--- config.mk ---
export PLATFORM = sky130hd
export DESIGN_NAME = chunked_adder
export DESIGN_NICKNAME = d
export VERILOG_FILES = /design/src/rtl/chunked_adder.sv
export SDC_FILE = /design/constraint.sdc
export NUM_CORES = 1
export LEC_CHECK = 0
export BUFFER_PORTS_ARGS = -buffer_cell sky130_fd_sc_hd__buf_2
export CAP_MARGIN = 10
export CORE_ASPECT_RATIO = 0.8
export CORE_UTILIZATION = 35
export CTS_BUF_LIST = sky130_fd_sc_hd__clkbuf_16
export DETAILED_ROUTE_END_ITERATION = 16
export MAX_ROUTING_LAYER = met4
export PLACE_DENSITY = 0.66
export SETUP_SLACK_MARGIN = 0.5
export SYNTH_ARGS = -nofsm -noshare
export SYNTH_HDL_FRONTEND = slang
export SYNTH_SLANG_ARGS = --single-unit
--- constraint.sdc ---
create_clock -name clk -period 2.1 [get_ports clk]
set_clock_uncertainty 0.15 [all_clocks]
set_input_delay 0.105 -clock clk [delete_from_list [all_inputs] [get_ports clk]]
set_output_delay 0.105 -clock clk [all_outputs]
set_load 0.01 [all_outputs]
--- src/rtl/chunked_adder.sv ---
// Multi-cycle adder/subtractor: adds WIDTH-bit operands CHUNK bits per clock.
// Define CHUNKED_ADDER_OVF_EN to add the signed-overflow output ovf.
module chunked_adder #(
   parameter int unsigned WIDTH = 32,
   parameter int unsigned CHUNK = 8
) (
   input  logic             clk,
   input  logic             rst,
   input  logic             start,
   input  logic [WIDTH-1:0] a,
   input  logic [WIDTH-1:0] b,
   input  logic             cin,
   input  logic             sub,
   output logic             ready,
   output logic             busy,
   output logic             done,
   output logic [WIDTH-1:0] sum,
   output logic             cout
`ifdef CHUNKED_ADDER_OVF_EN
   ,
   output logic             ovf
`endif
);

   localparam int unsigned NCHUNK = WIDTH / CHUNK;
   localparam int unsigned CW     = (NCHUNK > 1) ? $clog2(NCHUNK) : 1;

   if ((CHUNK == 0) || (WIDTH % CHUNK != 0) || (NCHUNK < 1)) begin : g_param_err
      $error("chunked_adder: WIDTH must be a non-zero multiple of CHUNK");
   end

   typedef enum logic [1:0] {
      S_IDLE,
      S_RUN,
      S_DONE
   } state_t;

   state_t             state_q, state_d;
   logic [WIDTH-1:0]   a_q, a_d;
   logic [WIDTH-1:0]   b_q, b_d;
   logic               carry_q, carry_d;
   logic [CW-1:0]      cnt_q, cnt_d;
   logic [WIDTH-1:0]   wsum_q, wsum_d;
   logic [WIDTH-1:0]   sum_q, sum_d;
   logic               cout_q, cout_d;
`ifdef CHUNKED_ADDER_OVF_EN
   logic               ovf_q, ovf_d;
`endif

   logic [CHUNK:0]       chunk_res;
   logic [WIDTH+CHUNK-1:0] shift_cat;
   logic                 last_chunk;
   logic                 accept;

   // Next-state and datapath: one chunk per RUN cycle, operands shift right.
   always_comb begin
      state_d    = state_q;
      a_d        = a_q;
      b_d        = b_q;
      carry_d    = carry_q;
      cnt_d      = cnt_q;
      wsum_d     = wsum_q;
      sum_d      = sum_q;
      cout_d     = cout_q;
`ifdef CHUNKED_ADDER_OVF_EN
      ovf_d      = ovf_q;
`endif
      accept     = 1'b0;
      chunk_res  = (CHUNK+1)'(a_q[CHUNK-1:0]) + (CHUNK+1)'(b_q[CHUNK-1:0])
                 + (CHUNK+1)'(carry_q);
      shift_cat  = {chunk_res[CHUNK-1:0], wsum_q};
      last_chunk = (cnt_q == CW'(NCHUNK - 1));

      case (state_q)
         S_IDLE: begin
            if (start) accept = 1'b1;
         end
         S_RUN: begin
            a_d     = a_q >> CHUNK;
            b_d     = b_q >> CHUNK;
            wsum_d  = shift_cat[WIDTH+CHUNK-1:CHUNK];
            carry_d = chunk_res[CHUNK];
            cnt_d   = cnt_q + CW'(1);
            if (last_chunk) begin
               sum_d   = shift_cat[WIDTH+CHUNK-1:CHUNK];
               cout_d  = chunk_res[CHUNK];
`ifdef CHUNKED_ADDER_OVF_EN
               // Carry into the MSB is recovered from the MSB's sum bit.
               ovf_d   = (chunk_res[CHUNK-1] ^ a_q[CHUNK-1] ^ b_q[CHUNK-1])
                       ^ chunk_res[CHUNK];
`endif
               state_d = S_DONE;
            end
         end
         S_DONE: begin
            state_d = S_IDLE;
            if (start) accept = 1'b1;
         end
         default: state_d = S_IDLE;
      endcase

      if (accept) begin
         a_d     = a;
         b_d     = sub ? ~b : b;
         carry_d = cin ^ sub;
         cnt_d   = '0;
         state_d = S_RUN;
      end
   end

   always_ff @(posedge clk) begin
      if (rst) begin
         state_q <= S_IDLE;
         a_q     <= '0;
         b_q     <= '0;
         carry_q <= 1'b0;
         cnt_q   <= '0;
         wsum_q  <= '0;
         sum_q   <= '0;
         cout_q  <= 1'b0;
`ifdef CHUNKED_ADDER_OVF_EN
         ovf_q   <= 1'b0;
`endif
      end else begin
         state_q <= state_d;
         a_q     <= a_d;
         b_q     <= b_d;
         carry_q <= carry_d;
         cnt_q   <= cnt_d;
         wsum_q  <= wsum_d;
         sum_q   <= sum_d;
         cout_q  <= cout_d;
`ifdef CHUNKED_ADDER_OVF_EN
         ovf_q   <= ovf_d;
`endif
      end
   end

   assign ready = (state_q != S_RUN);
   assign busy  = (state_q == S_RUN);
   assign done  = (state_q == S_DONE);
   assign sum   = sum_q;
   assign cout  = cout_q;
`ifdef CHUNKED_ADDER_OVF_EN
   assign ovf   = ovf_q;
`endif

endmodule

==> results of run 1 <==
[kinds of logic after synthesis]
| logic type | synth area share (%) |
|---|---|
| AO/OA/AOI/OAI | 21.97 |
| XOR/XNOR | 6.220 |
| adder cells (fa/ha/maj) | 2.690 |
| buffers and inverters | 4.827 |
| flip-flops | 48.42 |
| multiplexers | 0.1921 |
| AND/OR/NAND/NOR | 15.68 |
[per-stage QoR]
step,TNS [ns],worst slack (ns)
floorplan,0,0.02587
global placement,-0.1914,-0.06339
detailed placement,-0.2187,-0.06023
CTS,-0.1288,-0.04312
global route,-0.6615,-0.1740
finish,-0.2239,-0.06357
[sequential cells by signal, summed over array words and instances (netlist names)]
name,flops
sum,32
a_q,32
state_q,2
b_q,32
cnt_q,2
carry_q,1
cout,1
wsum_q,24
[repair_timing]
action | CTS | global route
pin swaps | 15 | 16
hold buffers | 57 | 0
endpoints found under the hold margin | 71 | 0
cloned | 1 | 1
gates resized for setup | 26 | 14
buffers inserted | 3 | 8
endpoints found under the setup margin | 50 | 49
[power by group]
part           switching (mW)  internal (mW)  leakage [nW]
logic                   0.417          0.379          1.64
clock network            1.11           1.86         0.282
registers              0.0757           2.50          1.03
total                    1.60           4.74          2.95
[layer usage]
layer	track usage, %	up-vias	part of all wire, %
li1	-	2417	-
met1	24.63	2323	46
met2	31.74	118	48
met3	5.054	15	4.6
met4	6.816	0	1.2
met5	-	-	0
[cells in the final DEF, fill, tap and decap left out, drive strengths merged, types with 4 or more instances in the layout]
| master | synthesis | routed |
|---|---|---|
| clkinvlp | 0 | 5 |
| a22oi | 65 | 65 |
| a21oi | 100 | 100 |
| clkinv | 0 | 5 |
| buf | 29 | 129 |
| o21ai | 6 | 6 |
| nor2 | 23 | 23 |
| dlygate4sd3 | 0 | 57 |
| nand3b | 9 | 9 |
| ha | 8 | 8 |
| clkbuf | 23 | 18 |
| inv | 2 | 4 |
| nand2 | 140 | 140 |
| nand2b | 4 | 4 |
| xor2 | 35 | 35 |
| dfxtp | 126 | 126 |
| nor3 | 6 | 6 |
[tightest hold or removal path: stages]
cell     delay [ns]
buf_2          0.09
xor2_1         0.06
a22oi_1        0.18
a21oi_1        0.09
[worst min-delay path by stage]
stage              end  slack (ns)  cells past startpoint
4_1_cts        b_q[20]       0.001                      4
5_1_grt         b_q[0]       0.006                      4
2_1_floorplan  a_q[24]        0.12                      2
6_report        b_q[0]        0.01                      4
3_5_place_dp   a_q[30]        0.21                      3
3_3_place_gp   a_q[28]        0.20                      3
[layout make-up]
type                       count  area, um^2  area share, %
clock inverter                15       172.7          2.327
tap                          184       230.2          3.103
sequential                   126        2532          34.13
multi-input combinational    429        2603          35.08
clock buffer                  17       425.4          5.734
inverter                       2       15.01         0.2024
timing repair buffer         188        1441          19.43
==> flow_metrics.tcl, run 1 <==
set metrics [dict create \
    status "complete, but fails checks" \
    violations "design-rule violations, negative setup slack" \
    cts-root-buf "clkbuf_16" \
    io_pins 105 \
    grt-ovfl-total 0 \
    yosysTopAreaCell "dfxtp_1" \
    synthArstFlopShare_pct 0 \
    max_stage_delay_ns 0.40 \
    slew_viol_final 0 \
    final_layout_size_suffix_gt1_share_pct 24.84 \
    crit_chain "fa_2, fa_2, a21o_1, a221oi_2, xor2_1, o31ai_1" \
    vias 4873 \
    crit_path_frequent_cell "fa_2" \
    cts_tree "built" \
    cp_max_fo 2 \
    timing.rr.end "sum[30]" \
    path_delay_family "adder cells" \
    routed_wl_um 14610 \
    min_period_over_period_pct 103.0 \
    post_dp_cell_area_um2 5937 \
    synth-seq-cells 126 \
    synth_area_leaders "dfxtp_1 48%, nand2_1 10%, a21oi_1 9.5%" \
    track_usage_pct 19.97 \
    grt_max_degree 72 \
    worstMarginPinSlew_ns 0.6179 \
    insertion_delay_ns 0.42 \
    ys_top_cells_by_count "140 x nand2_1, 126 x dfxtp_1, 99 x a21oi_1, 65 x a22oi_1, 35 x xor2_1" \
    synth-seq-area-share_pct 48.41 \
    vdd_ir_drop_max_v 0.0005712 \
    synth_edf_count 0 \
    dr.first_iter.drc_count 423 \
    worst_slack_ns -0.06357 \
    syn_area_per_cell_um2 8.555 \
    first_pass_iters 13 \
    worstHoldPathType "primary input to flop" \
    fp-row-count 39 \
    clk_pin_slew_ns 0.06 \
    cts_htree_levels 4 \
    ant_nets 0 \
    fp.coreArea_um2 14400 \
    cp_num_buf_inv 0 \
    dieArea_um2 15380 \
    dp_hpwl_um 8390 \
    final_util_pct 51.54 \
    crit_path_start_kind "flop" \
    first_global_vias 4750 \
    place_inst 859 \
    cellLeakagePower_nw 2.955 \
    yosysWarnings 0 \
    holdCritStartpoint "b[0]" \
    design_area_um2 7420 \
    holdWs_ns 0.009523 \
    end_kind "flop" \
    syn_area_um2 5210 \
    io_buffers 104 \
    r2r_cells 6 \
    fill_cells 1302 \
    final_cells 961 \
    max_freq_mhz 462.2 \
    drc 6 \
    syn-num-nets 688 \
    die_h_um 111.1 \
    crit_cells 6 \
    cts.sinks 126 \
    power_mw 6.343 \
    numCtsBuffers 17 \
    path_class "flop to flop" \
    finalSetupViolations 5 \
    vias_per_cell 5.071 \
    synth_flop_cell "dfxtp_1" \
    maxCapViolCount 0 \
    synth_cell_types 38 \
    globalplace.congestion 0.7799 \
    yosysTopAreaCellShare_pct 48.41 \
    powerDensity_nw_per_um2 854.9 \
    antenna_found_initial 0 \
    r2r-start "carry_q" \
    area_delta_synth_final_pct 42.41 \
    cp_slowest_cell "fa_2" \
    wl_per_cell_um 15.20 \
    synth_most_common_cell "nand2_1" \
    cp-startpoint "carry_q" \
    required_ns 2.28 \
    worstSetupEndpoint "sum[30]" \
    grt_setup_unrepaired "yes" \
    worst_slew_margin_rel_pct 58.81 \
    n_antenna_cell 0 \
    dieWidth_um 138.4 \
    hold_viol 0 \
    rrSetupSlack_ns -0.06 \
    cts.path.max_buffers 2 \
    worst_ep_arrival_time_ns 2.34 \
    start_util_pct 36.19 \
    nNetsFinal 843 \
    grt_pass1_wl_um 23690 \
    min_period_ns 2.164 \
    syn_inst 609 \
]
No activity file was read; power rests on OpenSTA's default activity.
==> run 2, diff against run 1 <==
- CELL_PAD_IN_SITES_DETAIL_PLACEMENT: unset -> 0
- CELL_PAD_IN_SITES_GLOBAL_PLACEMENT: unset -> 1
- GPL_ROUTABILITY_DRIVEN: unset -> 0
- MAX_ROUTING_LAYER: met4 -> unset
- PLACE_DENSITY: 0.66 -> 0.82
==> flow_metrics.tcl, run 2 (synthesized netlist as in run 1, its figures left out) <==
set metrics [dict create \
    area_delta_synth_final_pct 44.00 \
    switching_share_pct 23.72 \
    dp_hpwl_um 8962 \
    end_kind "flop" \
    worst_ep_arrival_time_ns 2.30 \
    max_freq_mhz 459.1 \
    clk_pin_slew_ns 0.05 \
    cts-root-buf "clkbuf_16" \
    wl_per_cell_um 15.43 \
    status "complete, but fails checks" \
    grt-ovfl-total 0 \
    maxCapViolCount 0 \
    routed_wl_um 14810 \
    track_usage_pct 20.00 \
    min_period_ns 2.178 \
    vias 4923 \
    io_buffers 104 \
    r2r-start "a_q[0]" \
    vias_per_cell 5.128 \
    cts.path.max_buffers 2 \
    required_ns 2.23 \
    seqPwrFrac_pct 39.7 \
    grt_max_degree 78 \
    die_h_um 111.1 \
    cts.sinks 126 \
    cellLeakagePower_nw 2.983 \
    vdd_ir_drop_max_v 0.0005630 \
    dieWidth_um 138.4 \
    n_antenna_cell 0 \
    insertion_delay_ns 0.41 \
    dieArea_um2 15380 \
    final_layout_size_suffix_gt1_share_pct 25.00 \
    holdCritStartpoint "start" \
    nNetsFinal 843 \
    fp.coreArea_um2 14400 \
    switchingPower_mw 1.543 \
    fp-row-count 39 \
    power_mw 6.508 \
    ant_nets 0 \
    finalSetupViolations 5 \
    drc 4 \
    cp_max_fo 2 \
    violations "design-rule violations, negative setup slack" \
    numCtsBuffers 17 \
    worstHoldPathType "primary input to flop" \
    cp-startpoint "a_q[0]" \
    worstMarginPinSlew_ns 0.4936 \
    io_pins 105 \
    internal-power_mw 4.965 \
    grt_pass1_wl_um 24450 \
    hold_viol 0 \
    crit_path_start_kind "flop" \
    comb_power_share_pct 12.3 \
    final_cells 960 \
    slew_viol_final 0 \
    antenna_found_initial 0 \
    grt_setup_unrepaired "yes" \
    layout_commonest_cell "nand2_1" \
    fill_cells 1277 \
    first_global_vias 4978 \
    dr.first_iter.drc_count 330 \
    worst_slack_ns -0.07794 \
    p_clk_share_pct 48.0 \
    worst_slew_margin_rel_pct 67.09 \
    cts_htree_levels 4 \
    final_cell_mix "139 x nand2_1, 120 x dfxtp_1, 102 x buf_2, 93 x a21oi_1, 61 x dlygate4sd3_1" \
    min_period_over_period_pct 103.7 \
    path_class "flop to flop" \
    cts_tree "built" \
    first_pass_iters 11 \
    powerDensity_nw_per_um2 867.5 \
    start_util_pct 36.19 \
    place_inst 858 \
]
==> run 2: cell types whose count changed in the layout (fill, tap and decap cells not counted), moves of 4 or more <==
| cell | before | now |
|---|---|---|
| clkinvlp_4 | 5 | 0 |
| a22oi_2 | 0 | 5 |
| dlygate4sd3_1 | 57 | 61 |
| a22oi_1 | 65 | 60 |
==> run 2: final cells by class <==
type	instances	area [um^2]	share of cell area (%)
multi-input combinational	429	2651	35.34
sequential	126	2532	33.76
timing repair buffer	188	1454	19.38
clock buffer	17	425.4	5.670
tap	184	230.2	3.069
clock inverter	14	198.9	2.652
inverter	2	10.01	0.1334
==> run 2: path summary, 6_finish.rpt <==
| kind | cells past startpoint | slack, ns | endpoint |
|---|---|---|---|
| max reg2reg | 6 | -0.08 | sum[30] |
| min | 3 | 0.01 | cnt_q[0] |
| max | 6 | -0.08 | sum[30] |
| min reg2reg | 2 | 0.30 | sum[25] |
==> run 2: per-layer routing <==
layer	wire (um)	up-vias	global-route usage (%)
met5	0	-	0
met4	229	0	6.517
met3	872	20	5.875
met2	7146	145	33.20
met1	6565	2341	24.80
li1	-	2417	-
==> run 2: per-stage QoR <==
step,setup TNS [ns],setup WS (ns),hold WS [ns],instance area [um^2],utilization [%]
2_1_floorplan,0,0.02587,0.1158,5243,-
3_3_place_gp,-0.1516,-0.06342,0.2043,5942,41.28
3_5_place_dp,-0.2742,-0.09144,0.2202,5942,41.28
4_1_cts,-0.2277,-0.07267,0.006627,7365,51.16
5_1_grt,-0.6523,-0.1355,0.008982,7502,52.12
6_report,-0.2341,-0.07794,0.01165,7502,52.12
==> run 2: timing repair <==
| item | in CTS | in global routing |
|---|---|---|
| pin swaps | 16 | 6 |
| hold buffers | 61 | 0 |
| resized for setup | 25 | 25 |
| buffers inserted | 6 | 3 |
| cloned | 1 | 0 |
| setup endpoints to repair | 20 | 56 |
| hold endpoints to repair | 75 | 0 |
==> run 2: worst max-delay path, cell delays in order, from the launching register on <==
cell	delay, ns
dfxtp_2	0.33
fa_2	0.40
fa_2	0.35
a21o_1	0.20
a221oi_2	0.30
xor2_1	0.23
o31ai_1	0.09
==> run 2: power groups by stage <==
stage,Sequential (mW),Combinational (mW),Clock [mW]
3_3_place_gp,2.62,0.605,0
5_1_grt,2.59,0.870,3.30
3_5_place_dp,2.63,0.618,0
2_1_floorplan,2.60,0.429,0
6_report,2.58,0.802,3.12
4_1_cts,2.58,0.768,3.17
